`config.mk`:
```
export PLATFORM = sky130hd
export DESIGN_NAME = vfu_slot_arbiter
export DESIGN_NICKNAME = d
export VERILOG_FILES = /design/src/rtl/vfu_arb_pkg.sv /design/src/rtl/vfu_slot_arbiter_rr_pick.sv /design/src/rtl/vfu_slot_arbiter.sv
export SDC_FILE = /design/constraint.sdc
export NUM_CORES = 1
export LEC_CHECK = 0
export CAP_MARGIN = 20
export CORE_AREA = 2 2 418 420
export CTS_BUF_LIST = sky130_fd_sc_hd__clkbuf_8
export CTS_CLUSTER_DIAMETER = 80
export CTS_CLUSTER_SIZE = 12
export DETAILED_ROUTE_END_ITERATION = 6
export DIE_AREA = 0 0 420 422
export PLACE_DENSITY_LB_ADDON = 0.12
export SETUP_SLACK_MARGIN = 0.1
export SYNTH_ARGS = -nofsm -noshare
export SYNTH_HDL_FRONTEND = slang
export SYNTH_SLANG_ARGS = --single-unit
```
`constraint.sdc`:
```
create_clock -name clock -period 4.9 [get_ports clock]
set_input_delay 0.98 -clock clock [delete_from_list [all_inputs] [get_ports clock]]
set_output_delay 0.98 -clock clock [all_outputs]
set_load 0.02 [all_outputs]
```
`src/rtl/vfu_arb_pkg.sv`:
```
// Shared types and helpers for the VFU slot arbiter.
// The request bundle layout is carried opaquely by the arbiter; the struct
// exists so producers and consumers agree on the packing and its width.
package vfu_arb_pkg;

  typedef struct packed {
    logic [3:0][32:0] src;          // four 33b source operands
    logic [7:0]       opcode;
    logic [15:0]      mask;
    logic [7:0]       ctrl_flags;
    logic [4:0]       shifter_size;
    logic [11:0]      pop_init;
    logic [10:0]      indices;
    logic [2:0]       rnd_mode;
    logic [14:0]      tag;
  } vfu_slot_req_t;

  // Default payload width follows the bundle (210 bits).
  localparam int VFU_PAYLOAD_W = $bits(vfu_slot_req_t);

  // Channel index width; a single requester still needs one bit.
  function automatic int vfu_idx_w(input int n);
    return (n <= 1) ? 1 : $clog2(n);
  endfunction

endpackage

```
`src/rtl/vfu_slot_arbiter_rr_pick.sv`:
```
// Combinational cyclic first-one finder: scans valid from ptr upward,
// wrapping at NUM_IN, and returns the first hit as one-hot and index.
module rr_pick #(
  parameter int NUM_IN = 4,
  parameter int IDX_W  = 2
) (
  input  logic [NUM_IN-1:0] valid,
  input  logic [IDX_W-1:0]  ptr,
  output logic [NUM_IN-1:0] grant,
  output logic [IDX_W-1:0]  idx,
  output logic              any_vld
);

  logic [IDX_W-1:0] cand;

  // Walk the candidates in priority order; the first valid one wins.
  always_comb begin
    grant   = '0;
    idx     = '0;
    any_vld = 1'b0;
    cand    = '0;
    for (int k = 0; k < NUM_IN; k++) begin
      cand = IDX_W'((int'(ptr) + k) % NUM_IN);
      if (!any_vld && valid[cand]) begin
        grant[cand] = 1'b1;
        idx         = cand;
        any_vld     = 1'b1;
      end
    end
  end

endmodule

```
`src/rtl/vfu_slot_arbiter.sv`:
```
// Round-robin arbiter feeding a shared VFU port through a registered stage.
// Build option VFU_SLOT_ARB_SKID_EN: when defined, the output stage is a
// 2-entry skid FIFO so in_ready depends only on registered state; otherwise
// it is a single pipeline register with a combinational ready path.
module vfu_slot_arbiter
  import vfu_arb_pkg::*;
#(
  parameter int NUM_IN    = 4,
  parameter int PAYLOAD_W = VFU_PAYLOAD_W,
  parameter int IDX_W     = vfu_idx_w(NUM_IN)
) (
  input  logic                      clock,
  input  logic                      reset,
  input  logic [NUM_IN-1:0]         in_valid,
  output logic [NUM_IN-1:0]         in_ready,
  input  logic [NUM_IN*PAYLOAD_W-1:0] in_bits,
  output logic                      out_valid,
  input  logic                      out_ready,
  output logic [PAYLOAD_W-1:0]      out_bits,
  output logic [IDX_W-1:0]          out_chosen
);

  logic [IDX_W-1:0]     rr_ptr;
  logic [NUM_IN-1:0]    grant;
  logic [IDX_W-1:0]     pick_idx;
  logic                 any_vld;
  logic                 can_accept;
  logic                 accept;
  logic [PAYLOAD_W-1:0] slot_bits [NUM_IN];
  logic [PAYLOAD_W-1:0] sel_bits;

  rr_pick #(
    .NUM_IN (NUM_IN),
    .IDX_W  (IDX_W)
  ) u_pick (
    .valid   (in_valid),
    .ptr     (rr_ptr),
    .grant   (grant),
    .idx     (pick_idx),
    .any_vld (any_vld)
  );

  for (genvar i = 0; i < NUM_IN; i++) begin : g_slot
    assign slot_bits[i] = in_bits[i*PAYLOAD_W +: PAYLOAD_W];
  end

  assign sel_bits = slot_bits[pick_idx];

  // Reset gates ready directly so nothing is taken while reset is held.
  assign accept   = reset && can_accept && any_vld;
  assign in_ready = accept ? grant : '0;

  // Priority moves just past the winner, and only on an actual accept.
  always_ff @(posedge clock) begin
    if (!reset)
      rr_ptr <= '0;
    else if (accept)
      rr_ptr <= (pick_idx == IDX_W'(NUM_IN-1)) ? '0 : pick_idx + IDX_W'(1);
  end

`ifdef VFU_SLOT_ARB_SKID_EN

  logic [PAYLOAD_W-1:0] ent_bits [2];
  logic [IDX_W-1:0]     ent_idx  [2];
  logic                 wr_sel;
  logic                 rd_sel;
  logic [1:0]           cnt;
  logic                 pop;

  // Ready comes from the registered count only; a full FIFO refuses for the
  // cycle even if the VFU drains it at the same edge.
  assign can_accept = (cnt != 2'd2);
  assign out_valid  = (cnt != 2'd0);
  assign pop        = out_valid && out_ready;
  assign out_bits   = ent_bits[rd_sel];
  assign out_chosen = ent_idx[rd_sel];

  // Two-entry ring; push and pop may coincide, keeping occupancy.
  always_ff @(posedge clock) begin
    if (!reset) begin
      cnt    <= '0;
      wr_sel <= 1'b0;
      rd_sel <= 1'b0;
      for (int e = 0; e < 2; e++) begin
        ent_bits[e] <= '0;
        ent_idx[e]  <= '0;
      end
    end else begin
      if (accept) begin
        ent_bits[wr_sel] <= sel_bits;
        ent_idx[wr_sel]  <= pick_idx;
        wr_sel           <= ~wr_sel;
      end
      if (pop)
        rd_sel <= ~rd_sel;
      cnt <= cnt + {1'b0, accept} - {1'b0, pop};
    end
  end

`else

  logic                 vld_q;
  logic [PAYLOAD_W-1:0] bits_q;
  logic [IDX_W-1:0]     idx_q;

  // Single register: refill whenever it is empty or being drained this cycle.
  assign can_accept = !vld_q || out_ready;
  assign out_valid  = vld_q;
  assign out_bits   = bits_q;
  assign out_chosen = idx_q;

  // Load on accept; otherwise clear valid once the VFU has taken the entry.
  always_ff @(posedge clock) begin
    if (!reset) begin
      vld_q  <= 1'b0;
      bits_q <= '0;
      idx_q  <= '0;
    end else if (accept) begin
      vld_q  <= 1'b1;
      bits_q <= sel_bits;
      idx_q  <= pick_idx;
    end else if (out_ready) begin
      vld_q  <= 1'b0;
    end
  end

`endif

endmodule
```
==> results of run 1 <==
==> layer usage <==
metal | GRT usage (%) | vias up | wire length (um)
met4 | 4.00 | 48 | 3050
li1 | - | 12247 | -
met5 | 0 | - | 321
met2 | 29.5 | 923 | 77800
met3 | 4.77 | 173 | 11800
met1 | 17.8 | 12529 | 56900
==> final cells by class <==
type	instances	area share, %
diodes	27	0.204
clock buffers	49	2.04
clock inverters	31	0.988
inverters	4	0.0454
multi-input cells	2253	39.3
flip-flops and latches	215	13.0
well taps	2325	8.80
repair buffers	1157	35.6
==> worst max path at each step <==
stage	startpoint	endpoint	slack [ps]
after floorplan	rr_ptr[0]	in_ready[2]	880
after global placement	in_valid[2]	in_ready[1]	160
after detailed placement	in_valid[2]	in_ready[0]	230
after CTS	rr_ptr[0]	in_ready[0]	100
after global routing	rr_ptr[0]	in_ready[3]	110
final	in_valid[2]	in_ready[0]	340
==> timing repair <==
action                                  4_1_cts  5_1_grt
buffers inserted                              0        0
cloned                                        0        0
resized for setup                             2        1
endpoints found under the setup margin        4        4
==> power by group through the flow <==
stage               registers, uW  clock network, uW  logic (uW)
finish                       3000               2420       13500
global route                 3080               2620       14600
CTS                          3010               2590       13800
detailed placement           3040                  0       13800
global placement             3030                  0       13900
floorplan                    3800                  0        6600
==> worst reg2reg max path, stage by stage, from the launching register on <==
cell	delay [ps]
sky130_fd_sc_hd__dfxtp_4	380
sky130_fd_sc_hd__buf_16	380
sky130_fd_sc_hd__mux4_2	800
sky130_fd_sc_hd__nor2b_4	250
sky130_fd_sc_hd__buf_12	320
sky130_fd_sc_hd__buf_12	440
sky130_fd_sc_hd__a31oi_1	600
sky130_fd_sc_hd__a41o_1	260
sky130_fd_sc_hd__o31ai_1	250
==> flip-flops by register name (all words and copies together), names as in the netlist <==
name        flops
out_bits      210
out_chosen      2
rr_ptr          2
out_valid       1
==> kinds of logic after synthesis <==
logic type	after synthesis	synth area share, %
compound gates	722	29.8
simple gates	1445	33.7
xor+xnor	1	0.0469
mux	77	4.81
flops	215	23.0
buf+inv	348	8.01
fa+ha+maj	8	0.536
==> cell usage in the layout (no fill, tap or decap), types with 3 or more instances in the layout <==
cell,n
sky130_fd_sc_hd__a22oi_1,44
sky130_fd_sc_hd__a31oi_1,189
sky130_fd_sc_hd__a21o_1,3
sky130_fd_sc_hd__clkinv_4,5
sky130_fd_sc_hd__o31ai_1,189
sky130_fd_sc_hd__and2_1,19
sky130_fd_sc_hd__o21ai_2,3
sky130_fd_sc_hd__nor2b_4,3
sky130_fd_sc_hd__nand3_1,23
sky130_fd_sc_hd__o211ai_1,21
sky130_fd_sc_hd__o21ai_0,22
sky130_fd_sc_hd__buf_4,60
sky130_fd_sc_hd__a21oi_1,23
sky130_fd_sc_hd__nand2_1,783
sky130_fd_sc_hd__clkbuf_8,49
sky130_fd_sc_hd__inv_6,4
sky130_fd_sc_hd__diode_2,27
sky130_fd_sc_hd__clkinvlp_4,7
sky130_fd_sc_hd__mux2_2,63
sky130_fd_sc_hd__buf_12,33
sky130_fd_sc_hd__ha_1,8
sky130_fd_sc_hd__dfxtp_1,214
sky130_fd_sc_hd__nor3_1,570
sky130_fd_sc_hd__mux4_2,3
sky130_fd_sc_hd__nor2_1,14
sky130_fd_sc_hd__inv_1,8
sky130_fd_sc_hd__clkdlybuf4s50_1,1063
sky130_fd_sc_hd__a41o_1,189
sky130_fd_sc_hd__nor2b_1,25
sky130_fd_sc_hd__clkinv_2,6
sky130_fd_sc_hd__mux2i_1,10
sky130_fd_sc_hd__a32oi_1,21
sky130_fd_sc_hd__bufinv_16,5
sky130_fd_sc_hd__a221oi_1,4
==> metrics by stage <==
stage,hold slack (ps),instance area (sq um),setup slack [ps]
floorplan,536,18700,881
global placement,435,32000,156
detailed placement,441,32000,234
CTS,457,33000,101
global route,476,33000,105
finish,452,33100,340
==> flow_summary.rst, run 1 <==
.. list-table::
   :header-rows: 1

   * - Metric
     - Value
   * - Layout area overhead
     - 76.9%
   * - Comb pwr share
     - 71.3%
   * - Level count of the clock H-tree
     - 2
   * - Cell internal power dissipation
     - 8590 uW
   * - MaxCap Viol Count
     - 0
   * - TritonCTS clock tree
     - done
   * - Worst Hold Endpoint
     - out_bits[162]
   * - Source of the worst hold timing path
     - out_bits[162]
   * - Net total in the final layout
     - between 4,000 and 5,000
   * - Slew Limit Headroom
     - 16.8%
   * - Fraction of layout cells with a size suffix above 1
     - 6.82%
   * - Routability congestion estimate
     - between 0.8 and 0.9
   * - Leftover overflow at the end of global routing
     - 0
   * - Cell type contributing the most total cell area after synthesis
     - sky130_fd_sc_hd__dfxtp_1
   * - Synth async-reset ratio
     - 0%
   * - Vias in the first global route
     - 25,713
   * - Critical path capture point type
     - output port
   * - Area of the mapped netlist
     - 18,700 sq um
   * - Worst setup SP type
     - input pin
   * - Worst Path Required
     - ~3900 ps
   * - Setup tns final
     - 0 ps
   * - Leading post-synthesis cells by cell area
     - sky130_fd_sc_hd__dfxtp_1, sky130_fd_sc_hd__nand2_1, sky130_fd_sc_hd__nor3_1
   * - Achievable Freq
     - 219 MHz
   * - Std-Cell Core Area
     - roughly 170,000 sq um
   * - Multi-input gate area in the final layout
     - 13,000 sq um
   * - List of cells traversed by the critical path
     - clkdlybuf4s50_1 -> buf_4 -> mux4_2 -> nor2b_4 -> a22oi_1 -> nor2_1 -> a221oi_1 -> nor2_1 -> clkdlybuf4s50_1
   * - Total count of max-transition violations in the final report
     - 0
   * - Die Area
     - 177,000 sq um
   * - Total of hold buffers inserted after clock tree synthesis
     - 0
   * - Max Clock Skew
     - around 33 ps
   * - IO Port Bufs
     - 1,063
   * - Number of antenna violations at the first check in global routing
     - 57
   * - Fill cells
     - 19,578
   * - Initial cell density of the core
     - between 10% and 20%
   * - Master cell of the clock root buffer
     - sky130_fd_sc_hd__clkbuf_8
   * - Maximum buffer depth of the clock tree
     - 3
   * - Switching share of power
     - 54.5%
   * - Register bit total from synthesis
     - 215
   * - Routed via count
     - 25,920
   * - Die Span Y
     - 422 um
   * - DP Cell Count
     - roughly 6,000
   * - Leading cell type by number of instances after synthesis
     - sky130_fd_sc_hd__nand2_1
   * - Avg Inst Size Synth
     - approximately 6.6 sq um
   * - Routed wire length
     - 150,000 um
   * - Number of enable-type register cells in the synthesized netlist
     - 0
   * - Hold crit path type
     - reg -> reg
   * - Wire length of the first global-routing pass
     - 207,000 um
   * - Final hold violations
     - 0
   * - Endpoints failing setup
     - 0
   * - Share of the core filled with cells
     - 19.1%
   * - Arrival time worst endpoint
     - 3580 ps
   * - Routed vias/inst
     - around 4.3
   * - Insertion delay of the later-clocked pin in the worst-skew pair
     - just under 700 ps
   * - Number of library cell types mapped by synthesis
     - 44
   * - Floorplan die width
     - 420 um
   * - Top FF cell, synth
     - sky130_fd_sc_hd__dfxtp_1
   * - Pin count of the biggest net entering global routing
     - 184
   * - Warning count from the yosys run
     - 0
   * - Worst hold path cell count
     - 2
   * - Worst Path Max Fanout
     - 13
   * - Post-synth top area share
     - between 20% and 30%
   * - Clock period minus final worst setup slack
     - 4560 ps
   * - PD cells
     - about 570 nW/um^2
   * - Half-perimeter wire length after detailed placement
     - around 110,000 um
   * - Unrepaired setup endpoints after global routing
     - false
   * - Worst setup slack for register-to-register paths
     - 1150 ps
   * - Peak supply drop
     - 0.462 mV
   * - I/O pin count
     - about 1,100
   * - Stage delay of the slowest cell on the critical path
     - 640 ps
   * - Slowest stage cell, crit path
     - sky130_fd_sc_hd__clkdlybuf4s50_1
   * - Most common library cells after synthesis
     - sky130_fd_sc_hd__nand2_1, sky130_fd_sc_hd__nor3_1, sky130_fd_sc_hd__clkbuf_1
   * - Gr usage total
     - 16.1%
   * - Leak pwr
     - 0.0110 uW
   * - R2r endpoint
     - out_bits[53]
   * - Num CTS Buffers
     - 43
   * - Tightest Pin Transition
     - ~1200 ps
   * - WL/cell
     - 24.7 um
   * - Router iterations before antenna repair
     - 6
   * - Post-route clock period utilization
     - 93.1%
   * - Iteration-0 DRC count of the detailed router
     - 1,536
   * - Worst path top cell family by delay
     - buffers and inverters
   * - Clock sinks
     - 215
   * - Depth of the worst register-to-register path
     - 8
   * - Area of all sequential standard cells
     - ~4300 sq um
   * - Number of remaining DRC errors
     - 0
   * - Seq/Total Area, Yosys
     - 23.0%
   * - Outcome
     - finished clean
   * - Sequential group share of total power
     - 15.9%
   * - Tot Pwr
     - 18,900 uW
   * - Clock Pin Slew Worst Setup and Hold Paths
     - approximately 70 ps
   * - Startpoint of the worst-slack reg-to-reg timing path
     - rr_ptr[0]
   * - Share of total power in the clock network
     - 12.8%
   * - Crit path buf inv count
     - 3
   * - NetSw
     - 10,300 uW
   * - Final cell count without fillers
     - 6,061
   * - Remaining antenna violation count
     - 0
   * - Net count of the mapped netlist
     - 3,671
   * - Crit path kind
     - in -> out
   * - Number of cells on the critical path
     - 9
   * - Site row count
     - 153
   * - Synth Instances
     - between 2,000 and 3,000
(Power assumes the default switching activity.)
==> run 2: changes to the inputs <==
--- a/config.mk
+++ b/config.mk
@@ -8,7 +8,7 @@
 export CAP_MARGIN = 20
 export CORE_AREA = 2 2 418 420
 export CTS_BUF_LIST = sky130_fd_sc_hd__clkbuf_8
-export CTS_CLUSTER_DIAMETER = 80
+export CTS_CLUSTER_DIAMETER = 200
 export CTS_CLUSTER_SIZE = 12
 export DETAILED_ROUTE_END_ITERATION = 6
 export DIE_AREA = 0 0 420 422
==> run 2 against run 1 <==
Against the previous run:
- sequential share of layout area is 0.27 points higher
- sequential power hardly changed
- register-to-register slack hardly changed
- final area is 2.0% lower
- maximum frequency hardly changed
- critical path depth is 1 higher
- count of clock-buffer cells in the layout is 28 lower
- routed wire length is 0.69% higher
- final cell count is 0.94% lower
- setup slack worse by 0.73 ps
- non-clock buffer count is 1 higher
- critical endpoint is now in_ready[3]
==> flow_summary.rst, run 2 (synthesized netlist as in run 1, its figures left out) <==
.. list-table::
   :header-rows: 1

   * - Metric
     - Value
   * - Die Area
     - 177,000 sq um (unchanged)
   * - Iteration-0 DRC count of the detailed router
     - 1,464 (-4.7%)
   * - Startpoint of the worst-slack reg-to-reg timing path
     - rr_ptr[0]
   * - MaxCap Viol Count
     - 0 (unchanged)
   * - TritonCTS clock tree
     - done
   * - Fill cells
     - 19,632 (+0.28%)
   * - Router iterations before antenna repair
     - 5 (-1)
   * - Master cell of the clock root buffer
     - sky130_fd_sc_hd__clkbuf_8
   * - Achievable Freq
     - 219 MHz (about the same)
   * - Total count of max-transition violations in the final report
     - 0 (unchanged)
   * - Vias in the first global route
     - 25,548 (-0.64%)
   * - Source of the worst hold timing path
     - out_bits[10]
   * - R2r endpoint
     - out_bits[53]
   * - Clock Pin Slew Worst Setup and Hold Paths
     - 110 ps (+40 ps)
   * - Remaining antenna violation count
     - 0 (unchanged)
   * - Wire length of the first global-routing pass
     - 208,000 um (+0.51%)
   * - Outcome
     - finished clean
   * - Multi-input gate area in the final layout
     - 13,000 sq um (unchanged)
   * - Slew Limit Headroom
     - 23.9% (+7.2 points)
   * - Half-perimeter wire length after detailed placement
     - 110,000 um (unchanged)
   * - Worst setup SP type
     - register
   * - Max reg flops
     - 210 (unchanged)
   * - Post-route clock period utilization
     - 93.1% (about the same)
   * - Routed vias/inst
     - 4.28 (+0.14%)
   * - Least setup slack across all paths after layout
     - 339 ps (-0.725 ps)
   * - Unrepaired setup endpoints after global routing
     - false
   * - Leftover overflow at the end of global routing
     - 0 (unchanged)
   * - Worst setup slack for register-to-register paths
     - 1140 ps (about the same)
   * - Met3 Use GR
     - 4.50% (-0.27 points)
   * - Max Clock Skew
     - 59.1 ps (+25.7 ps)
   * - Clock period minus final worst setup slack
     - 4560 ps (+0.725 ps)
   * - Critical path capture point type
     - output port
   * - Crit path kind
     - reg -> out
   * - Num CTS Buffers
     - 21 (-51%)
   * - Endpoints failing setup
     - 0 (unchanged)
   * - Setup tns final
     - 0 ps (unchanged)
   * - Fraction of layout cells with a size suffix above 1
     - 5.45% (-1.4 points)
   * - Peak supply drop
     - 0.466 mV (+0.85%)
   * - Worst Path Max Fanout
     - 12 (-1)
   * - Pin count of the biggest net entering global routing
     - 161 (-13%)
   * - Clock sinks
     - 215 (unchanged)
   * - Insertion delay of the later-clocked pin in the worst-skew pair
     - 730 ps (+40 ps)
   * - GR Layer Usage met1
     - 18.1% (+0.28 points)
   * - Area of all sequential standard cells
     - 4310 sq um (unchanged)
   * - Number of antenna violations at the first check in global routing
     - 57 (unchanged)
   * - Maximum buffer depth of the clock tree
     - 3 (unchanged)
   * - Initial cell density of the core
     - 10.8% (unchanged)
   * - Worst Path Required
     - 3920 ps (about the same)
   * - IO Port Bufs
     - 1,063 (unchanged)
   * - Gr usage total
     - 16.1% (+0.042 points)
   * - Final cell count without fillers
     - 6,004 (-0.94%)
   * - Busiest grt layer
     - met2
   * - PD cells
     - 550 nW/um^2 (-3.7%)
   * - Hold crit path type
     - reg -> reg
   * - Routed via count
     - 25,711 (-0.81%)
   * - Worst Hold Endpoint
     - out_bits[10]
   * - Level count of the clock H-tree
     - 1 (-1)
   * - Depth of the worst register-to-register path
     - 8 (unchanged)
   * - I/O pin count
     - 1,064 (unchanged)
   * - Final hold violations
     - 0 (unchanged)
   * - Std-Cell Core Area
     - 173,000 sq um (unchanged)
   * - Routed wire length
     - 151,000 um (+0.69%)
   * - Leak pwr
     - 0.0108 uW (-2.5%)
   * - Worst hold path cell count
     - 2 (unchanged)
   * - Layout area overhead
     - 73.3%
   * - DP Cell Count
     - 5,954 (unchanged)
   * - Placement Setup Slack
     - 234 ps (unchanged)
   * - WL/cell
     - 25.1 um (+1.6%)
   * - Floorplan die width
     - 420 um (unchanged)
   * - Tightest Pin Transition
     - 1140 ps (-107 ps)
   * - Routability congestion estimate
     - 0.808 (unchanged)
   * - Net total in the final layout
     - 4,508 (-0.46%)
   * - Die Span Y
     - 422 um (unchanged)
   * - M2 GR Usage
     - 29.8% (+0.26 points)
   * - Leading cell type in the layout, fill and taps excluded
     - sky130_fd_sc_hd__clkdlybuf4s50_1
   * - Arrival time worst endpoint
     - 3580 ps (about the same)
   * - Worst Setup SP
     - rr_ptr[0]
   * - Number of remaining DRC errors
     - 0 (unchanged)
   * - Top library cells by usage in the layout, fill and taps aside
     - sky130_fd_sc_hd__clkdlybuf4s50_1, sky130_fd_sc_hd__nand2_1, sky130_fd_sc_hd__nor3_1, sky130_fd_sc_hd__dfxtp_1
   * - Site row count
     - 153 (unchanged)
run 2: cell count changes in the layout (fill, tap and decap cells not counted), sizes merged, moves of 3 or more:
cell           previous run  this run
inv                      12         6
clkinv                   11         0
bufinv                    5         0
clkdlybuf4s50          1063      1060
clkbuf                   49        21
dlymetal6s2s              0         3
clkinvlp                  7         0
run 2: worst max path at each step:
stage,endpoint,cells past startpoint
global route,in_ready[3],10
detailed placement,in_ready[0],8
CTS,in_ready[0],10
floorplan,in_ready[2],14
finish,in_ready[3],10
global placement,in_ready[1],8
run 2: worst max-delay path, stage by stage (launching register included):
cell                              delay, ps
sky130_fd_sc_hd__dfxtp_4                440
sky130_fd_sc_hd__inv_1                   70
sky130_fd_sc_hd__ha_1                   280
sky130_fd_sc_hd__buf_4                  180
sky130_fd_sc_hd__or3b_2                 460
sky130_fd_sc_hd__a21oi_1                170
sky130_fd_sc_hd__a41oi_1                 70
sky130_fd_sc_hd__o21ai_2                240
sky130_fd_sc_hd__a221oi_1               130
sky130_fd_sc_hd__nor2_1                 140
sky130_fd_sc_hd__clkdlybuf4s50_1        630
run 2: area by class of cell:
cell class / count / share of cell area [%]
well taps: 2325 / 8.98
flip-flops and latches: 215 / 13.3
clock inverters: 2 / 0.0232
multi-input cells: 2253 / 40.1
inverters: 4 / 0.0464
repair buffers: 1158 / 36.5
diodes: 26 / 0.201
clock buffers: 21 / 0.892
run 2: metal layers:
layer  wire, um  vias to the layer above
met4       2870                       48
met1      58200                    12473
met3      11100                      139
met2      78500                      879
li1           -                    12172
met5        327                        -
run 2: per-stage QoR:
step | hold slack [ps] | utilization, % | power (uW) | cell area, sq um
2_1_floorplan | 536 | - | 10400 | 18700
3_3_place_gp | 435 | 18.5 | 16900 | 32000
3_5_place_dp | 441 | 18.5 | 16800 | 32000
4_1_cts | 464 | 18.7 | 18400 | 32300
5_1_grt | 481 | 18.7 | 19200 | 32400
6_report | 463 | 18.7 | 17800 | 32400
run 2: what timing repair did:
item	in CTS	in global routing
resized for setup	3	3
hold buffers	0	0
endpoints found under the setup margin	4	3
buffers inserted	0	0
cloned	1	0
run 2: power breakdown:
group	internal (uW)	switching (uW)	total, uW
registers	2510	485	2990
logic	4870	8630	13500
clock network	386	927	1310
